===== config.mk =====
export PLATFORM = sky130hd
export DESIGN_NAME = pipe_carry_sel_adder_flat
export DESIGN_NICKNAME = d
export VERILOG_FILES = /design/src/rtl/pipe_carry_sel_adder_pkg.sv /design/src/rtl/pipe_carry_sel_adder_if.sv /design/src/rtl/pipe_carry_sel_adder_csel_block.sv /design/src/rtl/pipe_carry_sel_adder.sv /design/src/flat_wrapper.sv
export SDC_FILE = /design/constraint.sdc
export NUM_CORES = 1
export LEC_CHECK = 0
export ABC_AREA = 1
export BUFFER_PORTS_ARGS = -buffer_cell sky130_fd_sc_hd__buf_2
export CAP_MARGIN = 20
export CELL_PAD_IN_SITES_DETAIL_PLACEMENT = 0
export CELL_PAD_IN_SITES_GLOBAL_PLACEMENT = 1
export CORE_AREA = 4 4 142 144
export CTS_BUF_LIST = sky130_fd_sc_hd__clkbuf_2
export CTS_CLUSTER_DIAMETER = 80
export CTS_CLUSTER_SIZE = 28
export DETAILED_ROUTE_END_ITERATION = 16
export DIE_AREA = 0 0 146 148
export GPL_ROUTABILITY_DRIVEN = 1
export GPL_TIMING_DRIVEN = 0
export HOLD_SLACK_MARGIN = 0.05
export PLACE_DENSITY_LB_ADDON = 0.1
export SETUP_SLACK_MARGIN = 0.4
export SYNTH_ARGS = -nofsm -noshare
export SYNTH_HDL_FRONTEND = slang
export SYNTH_HIERARCHICAL = 1
export SYNTH_SLANG_ARGS = --single-unit

===== constraint.sdc =====
create_clock -name clk -period 5.7 [get_ports clk]
set_input_delay 0.57 -clock clk [delete_from_list [all_inputs] [get_ports clk]]
set_output_delay 0.57 -clock clk [all_outputs]
set_load 0.005 [all_outputs]

===== src/rtl/pipe_carry_sel_adder_pkg.sv =====
// rtl/pipe_carry_sel_adder_pkg.sv - shared defaults, stage-count helper and stage payload layout
//
// Package pipe_adder_pkg:
//   DEF_WIDTH / DEF_BLK / DEF_BPS : default operand width, block width, blocks per stage
//   calc_nstg()                   : number of pipeline stages (= latency in cycles)
//   stage_def_t                   : stage register payload at the default width
package pipe_adder_pkg;

    localparam int DEF_WIDTH = 32;
    localparam int DEF_BLK   = 4;
    localparam int DEF_BPS   = 2;

    function automatic int calc_nstg(input int width, input int blk, input int bps);
        return width / (blk * bps);
    endfunction

    // Field order shared with the width-parameterised stage_t in the top module.
    // carry is the carry leaving the stage; sub keeps the operation so later
    // stages can form their own slice of the effective B operand.
    typedef struct packed {
        logic                 valid;
        logic                 carry;
        logic                 sub;
        logic                 ovf;
        logic [DEF_WIDTH-1:0] a;
        logic [DEF_WIDTH-1:0] b;
        logic [DEF_WIDTH-1:0] sum;
    } stage_def_t;

endpackage


===== src/rtl/pipe_carry_sel_adder_if.sv =====
// rtl/pipe_carry_sel_adder_if.sv - operand/result stream interface of the pipelined adder
//
// Operand stream (source -> adder): i_valid, i_a, i_b, i_c_in, i_sub ; o_ready back
// Result stream  (adder -> sink)  : o_valid, o_sum, o_c_out, o_ovf   ; i_ready back
// slave modport is the adder side, master modport is the source/sink side.
interface pipe_carry_sel_adder_if
    import pipe_adder_pkg::*;
#(
    parameter int WIDTH = DEF_WIDTH
);
    logic             i_valid;
    logic             o_ready;
    logic [WIDTH-1:0] i_a;
    logic [WIDTH-1:0] i_b;
    logic             i_c_in;
    logic             i_sub;
    logic             o_valid;
    logic             i_ready;
    logic [WIDTH-1:0] o_sum;
    logic             o_c_out;
    logic             o_ovf;

    modport slave (
        input  i_valid, i_a, i_b, i_c_in, i_sub, i_ready,
        output o_ready, o_valid, o_sum, o_c_out, o_ovf
    );

    modport master (
        output i_valid, i_a, i_b, i_c_in, i_sub, i_ready,
        input  o_ready, o_valid, o_sum, o_c_out, o_ovf
    );
endinterface


===== src/rtl/pipe_carry_sel_adder_csel_block.sv =====
// rtl/pipe_carry_sel_adder_csel_block.sv - BLK-bit dual ripple adder with carry-select mux
//
// Ports:
//   a, b   : BLK-bit operand slices (b already inverted for subtract)
//   c_sel  : incoming block carry, selects which precomputed result is used
//   sum    : BLK-bit selected sum
//   c_out  : selected carry out of the block
module csel_block #(
    parameter int BLK = 4
) (
    input  logic [BLK-1:0] a,
    input  logic [BLK-1:0] b,
    input  logic           c_sel,
    output logic [BLK-1:0] sum,
    output logic           c_out
);
    logic [BLK-1:0] s0;
    logic [BLK-1:0] s1;
    logic [BLK:0]   r0;
    logic [BLK:0]   r1;

    // Both ripple chains run in parallel with the upstream carry, so the
    // block only adds one mux delay once c_sel settles.
    always_comb begin
        s0    = '0;
        s1    = '0;
        r0    = '0;
        r1    = '0;
        r0[0] = 1'b0;
        r1[0] = 1'b1;
        for (int i = 0; i < BLK; i++) begin
            s0[i]   = a[i] ^ b[i] ^ r0[i];
            r0[i+1] = (a[i] & b[i]) | (r0[i] & (a[i] ^ b[i]));
            s1[i]   = a[i] ^ b[i] ^ r1[i];
            r1[i+1] = (a[i] & b[i]) | (r1[i] & (a[i] ^ b[i]));
        end
    end

    assign sum   = c_sel ? s1 : s0;
    assign c_out = c_sel ? r1[BLK] : r0[BLK];

endmodule


===== src/rtl/pipe_carry_sel_adder.sv =====
// rtl/pipe_carry_sel_adder.sv - pipelined carry-select adder/subtractor with valid/ready streams
//
// Ports:
//   clk : clock, all state on the rising edge
//   rst : synchronous active-high reset, discards every in-flight beat
//   bus : pipe_carry_sel_adder_if.slave (operand stream in, result stream out)
// Each of the NSTG stages resolves BPS blocks of BLK bits; the carry and the
// untouched upper operand bits ride in the stage register (skewed pipeline).
module pipe_carry_sel_adder
    import pipe_adder_pkg::*;
#(
    parameter int WIDTH = DEF_WIDTH,
    parameter int BLK   = DEF_BLK,
    parameter int BPS   = DEF_BPS
) (
    input  logic                   clk,
    input  logic                   rst,
    pipe_carry_sel_adder_if.slave  bus
);
    localparam int SW   = BLK * BPS;
    localparam int NSTG = calc_nstg(WIDTH, BLK, BPS);

    if ((WIDTH % SW) != 0 || NSTG < 1) begin : g_bad_cfg
        $error("pipe_carry_sel_adder: WIDTH must be a non-zero multiple of BLK*BPS");
    end

    // Same layout as pipe_adder_pkg::stage_def_t, sized for this instance.
    typedef struct packed {
        logic             valid;
        logic             carry;
        logic             sub;
        logic             ovf;
        logic [WIDTH-1:0] a;
        logic [WIDTH-1:0] b;
        logic [WIDTH-1:0] sum;
    } stage_t;

    stage_t          st_q [NSTG];
    logic [NSTG:0]   adv;

    // A stage may load when it is empty or its content moves on this cycle,
    // which collapses bubbles and lets a full pipe accept and emit together.
    always_comb begin
        adv       = '0;
        adv[NSTG] = bus.i_ready;
        for (int s = NSTG - 1; s >= 0; s--) begin
            adv[s] = ~st_q[s].valid | adv[s+1];
        end
    end

    for (genvar s = 0; s < NSTG; s++) begin : g_stg
        stage_t          in_s;
        stage_t          nxt_s;
        logic [SW-1:0]   ssum;

        if (s == 0) begin : g_in0
            // Borrow-in is inverted so subtract becomes A + ~B + ~c_in.
            always_comb begin
                in_s       = '0;
                in_s.valid = bus.i_valid;
                in_s.sub   = bus.i_sub;
                in_s.carry = bus.i_c_in ^ bus.i_sub;
                in_s.a     = bus.i_a;
                in_s.b     = bus.i_b;
            end
        end else begin : g_inn
            assign in_s = st_q[s-1];
        end

        for (genvar j = 0; j < BPS; j++) begin : g_blk
            localparam int LO = (s * BPS + j) * BLK;
            logic           c_i;
            logic           c_o;
            logic [BLK-1:0] b_eff;

            if (j == 0) begin : g_cfirst
                assign c_i = in_s.carry;
            end else begin : g_cnext
                assign c_i = g_blk[j-1].c_o;
            end

            assign b_eff = in_s.b[LO +: BLK] ^ {BLK{in_s.sub}};

            csel_block #(.BLK(BLK)) u_blk (
                .a     (in_s.a[LO +: BLK]),
                .b     (b_eff),
                .c_sel (c_i),
                .sum   (ssum[j*BLK +: BLK]),
                .c_out (c_o)
            );
        end

        always_comb begin
            nxt_s                   = in_s;
            nxt_s.sum[s*SW +: SW]   = ssum;
            nxt_s.carry             = g_blk[BPS-1].c_o;
            nxt_s.ovf               = 1'b0;
            if (s == NSTG - 1) begin
                // Carry into the MSB is recovered from the MSB sum bit and its operands.
                nxt_s.ovf = in_s.a[WIDTH-1] ^ in_s.b[WIDTH-1] ^ in_s.sub
                          ^ ssum[SW-1] ^ g_blk[BPS-1].c_o;
            end
        end

        // Payload only changes with a real beat, so a bubble leaves the
        // previous result bits in place rather than loading junk.
        always_ff @(posedge clk) begin
            if (rst) begin
                st_q[s] <= '0;
            end else if (adv[s]) begin
                st_q[s].valid <= in_s.valid;
                if (in_s.valid) begin
                    st_q[s] <= nxt_s;
                end
            end
        end
    end

    assign bus.o_ready = adv[0];
    assign bus.o_valid = st_q[NSTG-1].valid;
    assign bus.o_sum   = st_q[NSTG-1].sum;
    assign bus.o_c_out = st_q[NSTG-1].carry;
    assign bus.o_ovf   = st_q[NSTG-1].ovf;

endmodule


===== src/flat_wrapper.sv =====
// flat-port wrapper written by rule: the top's interface ports become plain ports
module pipe_carry_sel_adder_flat import pipe_adder_pkg::*;
#(
    parameter int WIDTH = DEF_WIDTH,
    parameter int BLK   = DEF_BLK,
    parameter int BPS   = DEF_BPS
)
  (clk, rst, bus_i_valid, bus_i_a, bus_i_b, bus_i_c_in, bus_i_sub, bus_i_ready, bus_o_ready, bus_o_valid, bus_o_sum, bus_o_c_out, bus_o_ovf);
  pipe_carry_sel_adder_if #(.WIDTH(WIDTH)) bus_i ();
  input  logic clk;
  input  logic rst;
  input wire logic [$bits(bus_i.i_valid)-1:0] bus_i_valid;
  input wire logic [$bits(bus_i.i_a)-1:0] bus_i_a;
  input wire logic [$bits(bus_i.i_b)-1:0] bus_i_b;
  input wire logic [$bits(bus_i.i_c_in)-1:0] bus_i_c_in;
  input wire logic [$bits(bus_i.i_sub)-1:0] bus_i_sub;
  input wire logic [$bits(bus_i.i_ready)-1:0] bus_i_ready;
  output wire logic [$bits(bus_i.o_ready)-1:0] bus_o_ready;
  output wire logic [$bits(bus_i.o_valid)-1:0] bus_o_valid;
  output wire logic [$bits(bus_i.o_sum)-1:0] bus_o_sum;
  output wire logic [$bits(bus_i.o_c_out)-1:0] bus_o_c_out;
  output wire logic [$bits(bus_i.o_ovf)-1:0] bus_o_ovf;
  assign bus_i.i_valid = bus_i_valid;
  assign bus_i.i_a = bus_i_a;
  assign bus_i.i_b = bus_i_b;
  assign bus_i.i_c_in = bus_i_c_in;
  assign bus_i.i_sub = bus_i_sub;
  assign bus_i.i_ready = bus_i_ready;
  assign bus_o_ready = bus_i.o_ready;
  assign bus_o_valid = bus_i.o_valid;
  assign bus_o_sum = bus_i.o_sum;
  assign bus_o_c_out = bus_i.o_c_out;
  assign bus_o_ovf = bus_i.o_ovf;
  pipe_carry_sel_adder #(.WIDTH(WIDTH), .BLK(BLK), .BPS(BPS)) u_core (.clk(clk), .rst(rst), .bus(bus_i));
endmodule

# ---- After elaboration in Yosys (flattened, before gate mapping)
# Memories as Yosys holds them, arrays and structs flattened.
# Cells that the tools add are included.
dict set report totals {
  register_bits 0
  ramBits 400
  input_bits 70
  out_inout_bits 36
  elab_cells 316
  memories 1
}
# name depth word_bits rd rd_ports_with_merged_regs write_ports line
set memory_table {}
lappend memory_table {u_core.st_q 4 100 4 0 4 pipe_carry_sel_adder.sv:38} ;# stage_t st_q [NSTG];
dict set report classes {
  mux 58
  n_bitwise 257
}
# operator n
set op_table {}
lappend op_table {{99-bit two-way mux} 4}
lappend op_table {{1-bit bitwise XOR} 85}
lappend op_table {{1-bit bitwise AND} 80}
lappend op_table {{1-bit bitwise OR} 72}
lappend op_table {{1-bit two-way mux} 46}
lappend op_table {{4-bit two-way mux} 8}
lappend op_table {{4-bit bitwise XOR} 8}
lappend op_table {{1-bit inverter} 12}

# ---- Logic depth before layout (Yosys ltp)
# Gate-level depths: netlist (run 1).
# An unclocked memory read counts as a cell.
dict set report depth {
  depth_word 15
  ltp_mapped 27
  mapped_depth_nobuf 26
}

# ---- Modules after synthesis
# Netlist (run 1), hierarchy kept.
# module instances cells_each area_each_um2 seq_area_each_um2
set modules_own_cells {}
lappend modules_own_cells {pipe_carry_sel_adder 1 656 7651.1 5645.4}
lappend modules_own_cells {csel_block 8 23 153.9 0.0}

# ---- Worst setup path after synthesis (run 1)
# No wires, ideal clock.
dict set report synth_timing {
  kind {input to register}
  start {input bus_i_ready}
  end {memory u_core/st_q[2][0] (netlist bit) (enable)}
  setup_time_ns 0.500
  t_arrival_ns 3.724
  required_time_ns 5.200
  slack_ns 1.477
  stages 4
  path_buffers 0
  path_cell_list {nor2_4 nand2_2 inv_1 o21ai_0}
}
# item line
set synth_lines {}
lappend synth_lines {{from (decl)} flat_wrapper.sv:17} ;# input wire logic [$bits(bus_i.i_ready)-1:0] bus_i_ready;
lappend synth_lines {{to (decl)} pipe_carry_sel_adder.sv:38}

==> results by group, run 1 <==
Synthesis
  • Syn nets: 950
  • Yosys cell types: 20
  • Synth Instances: between 800 and 900
  • Post-synth ARST share: 0%
  • Sequential area share after synthesis: 63.6%
  • #FFs+latches synth: 188
  • Mapped cell area: roughly 8900 um^2
  • Warnings from Yosys: 6
  • Top FF cell, synth: edfxtp_1
  • EDFF count, synth: 188
  • Synthesized area per cell: 10.6 um^2

Clock tree
  • Clock transition at path regs: 260 ps
  • Post-CTS Setup Inserts: 0
  • Clk sinks: 188
  • Clk_lat worst skew: 750 ps
  • H-Tree Depth: 4
  • TritonCTS clock tree: built
  • Clk buf depth: 2
  • Cts bufs inserted: 17
  • Root buffer cell: clkbuf_2

Setup path
  • CP bufs+invs: 9
  • Most frequent CP cell: inv_1
  • Worst r2r src: u_core/st_q[2][97]
  • Crit. End Element: flip-flop
  • Crit path from: u_core/st_q[2][97]
  • WP data arrival: 4820 ps
  • CP Launch Type: flip-flop
  • Max FO, Critical Path: 10
  • Slowest-stage cell, CP: fa_1
  • CP required: 6240 ps
  • Critical path class: flip-flop to flip-flop
  • Top cell family by delay on the critical path: adder cells
  • Crit-path max cell delay: 400 ps

Cells and area
  • Finished Cell Area: 10,500 um^2
  • Max reg flops: 188
  • Area Overhead vs Synth: 18.6%
  • Nets@finish: approximately 1,100
  • Most flop-heavy register: u_core/st_q
  • Fill count: 1,663
  • Regs by FF count: u_core/st_q (188)
  • Layout cell share with drive strength beyond 1: 16.5%

Floorplanning
  • Die width: 146 um
  • I/O pin cnt: between 100 and 150
  • Die area: about 22,000 um^2
  • Die Ht: 148 um
  • Total core area: 18,700 um^2
  • # rows: 50
  • Initial Util: 47.5%

Placed design
  • Setup slack at placement: 1440 ps
  • Area after DPL: 9800 um^2
  • DP Wirelength: roughly 10 mm
  • Port buffer count: 104
  • GP Congestion: 0.733

STA
  • Final cycle utilization of the critical path: around three quarters
  • Fin. Hold Viols: 0
  • Final hold slack: about 120 ps
  • Rel. slew slack: 34.3%
  • Final setup fails: 0
  • Fmax: 234 MHz
  • Max-slew violation count: 0
  • Sum of negative setup slack: 0 ps
  • Min cycle time layout: roughly 4300 ps
  • RSZ-0062 raised after global routing: no
  • Slew @ Worst Pin: 982 ps
  • Final worst setup slack: 1420 ps
  • Layout Skew: 31.9 ps

Route
  • Via density: 4.01
  • Final WL: 13.8 mm
  • Wire per inst: 10.9 um
  • Routed Antenna Nets: 0
  • DRC viols: 0
  • DR vias: 5,058
  • Initial DRC Count: 220
  • DRT Pass-1 Iters: 5

Global route
  • GRT Total Usage: 13.7%
  • Largest net degree at the start of global routing: 35
  • Global route total overflow: 0
  • Vias in the first global route: approximately 5,000
  • First-pass GRT wire length: 23.6 mm
  • Initial antenna violation count: 2

Power
  • P per Cell Area: 252 nW/um^2
  • VDD IR-drop max: 0.127 mV
  • Leakage: around 5.1 nW

Worst hold path
  • Tightest Hold Check Type: primary input to flip-flop
  • Hold wc startpoint: bus_i_b[31]

Run
  • Max-cap violations: 0

Run status
  • Status: completed
==> metrics by stage <==
step | instances | power [mW] | utilization, %
floorplan | 840 | 1.89 | -
global placement | 1178 | 1.98 | 51.8
detailed placement | 1181 | 1.99 | 52.4
CTS | 1254 | 2.68 | 55.9
global route | 1262 | 2.81 | 56.3
finish | 1262 | 2.65 | 56.3
==> kinds of logic after synthesis <==
group | after synthesis | share of synthesized area, %
adders and majority gates | 40 | 7.66
xor gates and xnor gates | 33 | 3.25
AOI/OAI and AO/OA | 11 | 0.620
DFF | 188 | 63.6
and+or+nand+nor | 245 | 10.8
buffers and inverters | 323 | 14.1
==> synthesized netlist by cell type (2+ instances only) <==
cell	number	area, um^2
edfxtp_1	188	5650
nor2_4	2	22.5
nand2_1	51	191
nand3_2	2	20.0
inv_1	300	1130
fa_1	24	480
ha_1	16	200
buf_1	2	7.51
buf_2	18	90.1
o21ai_1	8	40.0
buf_6	2	22.5
nand2_2	2	12.5
o21ai_0	2	10.0
nor2_1	184	691
nand3_1	3	15.0
xor2_1	32	280
==> cells in the final DEF (no fill, tap or decap), types with 3 or more instances in the layout <==
cell type        n
buf_2          122
clkbuf_2        17
clkinv_4         5
dlygate4sd3_1   48
edfxtp_1       188
fa_1            24
ha_1            16
inv_1          300
nand2_1         49
nand2_2          4
nand3_1          3
nor2_1         184
o21ai_1          8
xor2_1          32
==> worst reg2reg max path: stages, from the launching register on <==
cell      delay (ps)
edfxtp_1         370
buf_2            240
xor2_1           220
inv_1             70
ha_1             170
nand2_1           60
o21ai_1           70
fa_1             380
inv_1             80
fa_1             160
inv_1             50
fa_1             360
inv_1            120
nand2_1           60
o21ai_1           90
fa_1             180
inv_1             50
fa_1             350
inv_1             80
fa_1             400
inv_1            110
inv_1             60
nand2_1           50
nand2_1           50
nand2_1           70
nand3_1           70
nand2_1           60
nor2_1            40
==> worst paths after layout <==
kind                              to  slack, ps  cells past startpoint
setup / recovery  u_core/st_q[3][96]       1420                     27
hold / removal    u_core/st_q[0][63]        120                      3
setup reg to reg  u_core/st_q[3][96]       1420                     27
hold reg to reg    u_core/st_q[3][5]        550                      2
==> repair_timing <==
item / in CTS / in global routing
resized for setup: 0 / 0
hold buffers: 41 / 7
endpoints found under the hold margin: 41 / 7
endpoints found under the setup margin: 0 / 0
==> cell type report <==
class / instances / area, um^2 / area share (%)
tap: 234 / 293 / 2.78
antenna: 1 / 2.50 / 0.0238
timing repair buffer: 155 / 1080 / 10.2
multi-input combinational: 329 / 2010 / 19.1
inverter: 300 / 1130 / 10.7
buffer: 23 / 124 / 1.18
clock inverter: 15 / 165 / 1.57
clock buffer: 17 / 85.1 / 0.808
sequential: 188 / 5650 / 53.6
==> report_power, final <==
part	internal, mW	total (mW)	switching [mW]
clock	0.211	0.674	0.463
sequential	1.61	1.63	0.0242
combinational	0.145	0.345	0.200
==> layer usage <==
layer  track usage, %  vias up  wire (um)
li1                 -     2782          -
met1             18.5     2155       6790
met2             21.7      110       6150
met3             4.08        9        715
met4             4.09        2         98
met5                0        -          7
Note: power is estimated with default switching activity, not from simulation.
==> run 2, diff against run 1 <==
==> constraint.sdc (replaced) <==
create_clock -name clk -period 4.4 [get_ports clk]
set_input_delay 0.44 -clock clk [delete_from_list [all_inputs] [get_ports clk]]
set_output_delay 0.44 -clock clk [all_outputs]
set_load 0.005 [all_outputs]
==> run 2 against run 1 <==
Compared with the run above:
- via count fell by 0.16%
- combinational power rose by 33%
- non-clock buffer count rose by 6
- critical path depth did not move
- sequential power rose by 29%
- sequential cell count did not move
- die area did not move
- wire length fell by 0.49%
- design area rose by 0.72%
- fmax rose by 8.6%
- sequential share of layout area fell by 0.39 points
- count of clock-buffer cells in the layout rose by 1
- critical path type unchanged
- critical endpoint unchanged
==> results by group, run 2 (synthesis gave the netlist of run 1 again) <==
Run status
  • Status: completed

Floorplanning
  • Die width: about 150 um
  • Die area: roughly 22,000 um^2
  • I/O pin cnt: 106
  • Total core area: roughly 19,000 um^2
  • # rows: 50
  • Initial Util: 47.5%
  • Die Ht: 148 um

Global route
  • Global route total overflow: 0
  • Vias in the first global route: 4,931
  • First-pass GRT wire length: 23.4 mm
  • GRT Total Usage: 13.5%
  • Largest net degree at the start of global routing: 39
  • Initial antenna violation count: 1

Cells and area
  • Core Util, Final: 56.7%
  • Regs by FF count: u_core/st_q (188)
  • Max reg flops: roughly 190
  • Nets@finish: between 1,000 and 1,500
  • Commonest non-fill, non-tap cells in the layout: inv_1, edfxtp_1, nor2_1
  • Area Overhead vs Synth: 19.4%
  • Most flop-heavy register: u_core/st_q
  • Post-Layout Cell Count: 1,268
  • Most common cell after layout, fill and taps aside: inv_1
  • Fill count: 1,645
  • Layout cell share with drive strength beyond 1: 18.6%

Worst hold path
  • Hold EP: u_core/st_q[0][97]
  • Hold wc startpoint: bus_i_sub
  • Tightest Hold Check Type: primary input to flip-flop
  • Worst hold path depth: 3

Setup path
  • Max FO, Critical Path: 3
  • Crit. End Element: flip-flop
  • CP Launch Type: flip-flop
  • FF-to-FF setup slack: 460 ps
  • WP data arrival: 4440 ps
  • Critical path class: flip-flop to flip-flop
  • R2R Path End: u_core/st_q[3][96]
  • Worst r2r src: u_core/st_q[2][97]
  • Slowest-stage cell, CP: edfxtp_1
  • Worst R2R Path Depth: 27
  • Crit-path max cell delay: 430 ps
  • CP required: 4900 ps

Route
  • Top layer reached by signal wires: met4
  • WL met2: approximately 6.1 mm
  • DRT Pass-1 Iters: 4
  • Routed Antenna Nets: 0
  • WL met3: 700 um
  • Final WL: 13.7 mm
  • DR vias: a little over 5,000
  • Wire per inst: 10.8 um
  • DRC viols: 0
  • Initial DRC Count: 261
  • Met1 WL: 6.75 mm
  • Via density: 3.98

STA
  • Min cycle time layout: 3940 ps
  • Slew @ Worst Pin: roughly 1000 ps
  • Rel. slew slack: a little over a third
  • Max-slew violation count: 0
  • Layout Skew: slightly above 30 ps
  • Sum of negative setup slack: 0 ps
  • Final setup fails: 0
  • Fin. Hold Viols: 0
  • Final worst setup slack: 459 ps
  • RSZ-0062 raised after global routing: yes
  • Fmax: 254 MHz
  • Final cycle utilization of the critical path: 89.6%

Placed design
  • DP Wirelength: 9.88 mm
  • # placed instances: between 1,000 and 1,500
  • GP Congestion: 0.741
  • Setup slack at placement: 107 ps
  • Port buffer count: roughly 100

Power
  • VDD IR-drop max: between 0.1 and 0.15 mV
  • Leakage: 5.12 nW
  • P per Cell Area: 315 nW/um^2

Clock tree
  • Clock transition at path regs: 230 ps
  • TritonCTS clock tree: built
  • Clk_lat worst skew: 710 ps
  • Clk buf depth: 2
  • Root buffer cell: clkbuf_2
  • Clk sinks: 188
  • H-Tree Depth: 4
  • Cts bufs inserted: 17

Run
  • Max-cap violations: 0
run 2: power by group:
part / internal (mW) / leakage [nW] / switching (mW)
sequential: 2.08 / 2.04 / 0.0319
clock: 0.206 / 0.130 / 0.565
combinational: 0.196 / 2.96 / 0.262
run 2: critical path: cells and delay by family, from the launching register on:
family | cells | cell delay (ps)
fa+ha+maj | 7 | 1960
buf+inv | 9 | 620
simple gates | 8 | 480
flops | 1 | 430
xor+xnor | 1 | 150
compound gates | 2 | 120
run 2: metal layers:
metal  up-vias  global-route usage [%]
met5         -                       0
met4         0                    3.81
met3         7                    3.83
met2       105                    21.7
met1      2148                    18.3
li1       2790                       -
run 2: worst max-delay path by stage:
stage,slack [ps],endpoint,from,depth (start not counted)
2_1_floorplan,430,u_core/st_q[3][96],u_core/st_q[2][97],27
3_3_place_gp,180,u_core/st_q[3][96],u_core/st_q[2][97],27
3_5_place_dp,110,u_core/st_q[3][96],u_core/st_q[2][97],24
4_1_cts,410,u_core/st_q[3][96],u_core/st_q[2][97],27
5_1_grt,230,u_core/st_q[3][96],u_core/st_q[2][97],27
6_report,460,u_core/st_q[3][96],u_core/st_q[2][97],27
run 2: area by class of cell:
type | count | area, um^2 | area share (%)
Clock buffer | 18 | 90.1 | 0.849
Buffer | 23 | 143 | 1.34
Timing Repair Buffer | 161 | 1120 | 10.5
Multi-Input combinational cell | 329 | 2070 | 19.5
Antenna cell | 1 | 2.50 | 0.0236
Tap cell | 234 | 293 | 2.76
Clock inverter | 14 | 120 | 1.13
Sequential cell | 188 | 5650 | 53.2
Inverter | 300 | 1130 | 10.6
run 2: repair_timing:
action                     CTS  global route
buffers inserted             3             1
pin swaps                    7             5
setup endpoints to repair    1             4
hold buffers                50             0
gates resized for setup     15            13
hold endpoints to repair    51             0
run 2: through the flow:
step,hold slack [ps],power [mW],cell area [um^2]
floorplan,519,2.44,8880
global placement,527,2.56,9700
detailed placement,531,2.57,9790
CTS,78.9,3.39,10600
global route,77.8,3.55,10600
finish,193,3.34,10600
==> run 3, diff against run 2 <==
--- a/config.mk
+++ b/config.mk
@@ -19,7 +19,7 @@
 export GPL_ROUTABILITY_DRIVEN = 1
 export GPL_TIMING_DRIVEN = 0
 export HOLD_SLACK_MARGIN = 0.05
-export PLACE_DENSITY_LB_ADDON = 0.1
+export PLACE_DENSITY = 0.93
 export SETUP_SLACK_MARGIN = 0.4
 export SYNTH_ARGS = -nofsm -noshare
 export SYNTH_HDL_FRONTEND = slang
==> run 3 against run 2 <==
Compared with the run above:
- clock skew down 8.7 ps
- critical path type unchanged
- first-iteration DRC count increased by 19%
- power is 3.7% higher
- combinational power rose by 5.9%
- cell count is essentially flat
- sequential power hardly changed
- largest cell class unchanged
- die area unchanged
- largest power group unchanged
==> results by group, run 3 (synthesis gave the netlist of run 1 again) <==
Run status
  • Status: completed

Route
  • Initial DRC Count: 310
  • DRT Pass-1 Iters: 4
  • Via density: 4.10
  • Final WL: 14.2 mm
  • DRC viols: 0
  • Wire per inst: between 10 and 15 um
  • DR vias: approximately 5,200
  • Routed Antenna Nets: 0

Clock tree
  • H-Tree Depth: 4
  • Clk buf depth: 2
  • Clk_lat worst skew: 720 ps
  • Clk sinks: around 190
  • Clock transition at path regs: ~260 ps
  • TritonCTS clock tree: built
  • Cts bufs inserted: 17
  • Root buffer cell: clkbuf_2

STA
  • Sum of negative setup slack: 0 ps
  • Slew @ Worst Pin: 836 ps
  • Final cycle utilization of the critical path: slightly above 90%
  • Fin. Hold Viols: 0
  • Rel. slew slack: 44.1%
  • Fmax: 250 MHz
  • Min cycle time layout: between 4000 and 5000 ps
  • Final setup fails: 0
  • Final hold slack: 160 ps
  • Layout Skew: 22.4 ps
  • Max-slew violation count: 0
  • RSZ-0062 raised after global routing: yes

Floorplanning
  • Total core area: 18,700 um^2
  • I/O pin cnt: 106
  • Die width: 146 um
  • Initial Util: 47.5%
  • Die Ht: ~150 um
  • # rows: 50
  • Die area: 21,600 um^2

Setup path
  • CP required: 4930 ps
  • CP Launch Type: flip-flop
  • FF-to-FF setup slack: 390 ps
  • R2R Path End: u_core/st_q[3][96]
  • Worst r2r src: u_core/st_q[2][97]
  • WP data arrival: 4530 ps
  • Max FO, Critical Path: 3
  • Worst R2R Path Depth: 27
  • Critical path class: flip-flop to flip-flop
  • Crit. End Element: flip-flop

Power
  • P per Cell Area: 324 nW/um^2
  • VDD IR-drop max: 0.196 mV
  • Total power: 3.47 mW
  • Leakage: 5.16 nW

Cells and area
  • Area Overhead vs Synth: 20.5%
  • Commonest non-fill, non-tap cells in the layout: inv_1, edfxtp_1, nor2_1
  • Core Util, Final: 57.2%
  • Layout cell share with drive strength beyond 1: 19.6%
  • Finished Cell Area: around 11,000 um^2
  • Most flop-heavy register: u_core/st_q
  • Max reg flops: about 190
  • Nets@finish: 1,131
  • Regs by FF count: u_core/st_q (188)
  • Most common cell after layout, fill and taps aside: inv_1

Global route
  • Vias in the first global route: 5,308
  • Initial antenna violation count: 1
  • Global route total overflow: 0
  • First-pass GRT wire length: 24.6 mm
  • GRT Total Usage: between 10 and 15%
  • Largest net degree at the start of global routing: 35

Worst hold path
  • Tightest Hold Check Type: primary input to flip-flop
  • Hold EP: u_core/st_q[0][97]
  • Worst hold path depth: 3
  • Hold wc startpoint: bus_i_sub

Placed design
  • Area after DPL: 9830 um^2
  • GP Congestion: 0.729
  • Port buffer count: 104
  • DP Wirelength: 10.2 mm

Run
  • Max-cap violations: 0
[run 3: changes by cell type in the layout (fill, tap and decap cells not counted), sizes merged]
cell	previous run	this run
clkinv	9	6
inv	302	306
clkinvlp	2	1
buf	133	134
bufinv	1	2
clkbuf	19	18
[run 3: timing repair]
action | 4_1_cts | 5_1_grt
hold buffers | 50 | 0
setup buffers | 3 | 1
pin swaps | 4 | 3
endpoints found under the setup margin | 2 | 5
gates resized for setup | 15 | 23
hold endpoints to repair | 51 | 0
[run 3: worst max-delay path, cell delays in order, from the launching register on]
cell and delay (ps):
edfxtp_1 450, buf_6 130, xor2_2 130, inv_1 60, ha_2 170, nand2_2 60
o21ai_2 60, fa_2 340, inv_2 60, fa_2 180, inv_2 40, fa_2 320
inv_2 90, nand2_2 50, o21ai_2 60, fa_2 210, inv_2 40, fa_2 330
inv_2 60, fa_1 420, inv_2 110, inv_2 50, nand2_2 60, nand2_2 60
nand2_2 80, nand3_2 70, nand2_1 60, nor2_1 40
[run 3: layout make-up]
class	count	area, um^2
diodes	1	2.50
plain buffers	23	143
clock buffers	17	85.1
clock inverters	15	161
fillers	1528	8000
inverters	300	1130
multi-input cells	329	2090
flip-flops and latches	188	5650
well taps	234	293
repair buffers	162	1150
[run 3: per-stage QoR]
| stage | std cells | setup WS (ps) |
|---|---|---|
| finish | 1269 | 394 |
| floorplan | 840 | 433 |
| global placement | 1178 | 86.5 |
| detailed placement | 1182 | 68.5 |
| CTS | 1267 | 395 |
| global route | 1269 | 233 |
[run 3: worst max-delay path by stage]
| stage | from | to | slack, ps | cells after the start |
|---|---|---|---|---|
| 6_report | u_core/st_q[2][97] | u_core/st_q[3][96] | 390 | 27 |
| 5_1_grt | u_core/st_q[2][97] | u_core/st_q[3][96] | 230 | 27 |
| 4_1_cts | u_core/st_q[2][97] | u_core/st_q[3][96] | 400 | 25 |
| 3_3_place_gp | bus_i_ready | u_core/st_q[3][20] | 90 | 3 |
| 2_1_floorplan | u_core/st_q[2][97] | u_core/st_q[3][96] | 430 | 27 |
| 3_5_place_dp | u_core/st_q[2][97] | u_core/st_q[3][96] | 70 | 27 |
[run 3: per-layer routing]
metal	GRT usage, %	share of wire, %	vias to the layer above
li1	-	-	2798
met2	24.9	52	102
met1	17.5	44	2281
met5	0	0	-
met4	5.36	1.4	0
met3	2.79	3.2	16
[run 3: power breakdown]
group / switching, mW / leakage, nW / internal [mW] / total [mW]
registers: 0.0324 / 2.04 / 2.08 / 2.11
clock network: 0.594 / 0.147 / 0.273 / 0.867
logic: 0.279 / 2.98 / 0.205 / 0.485
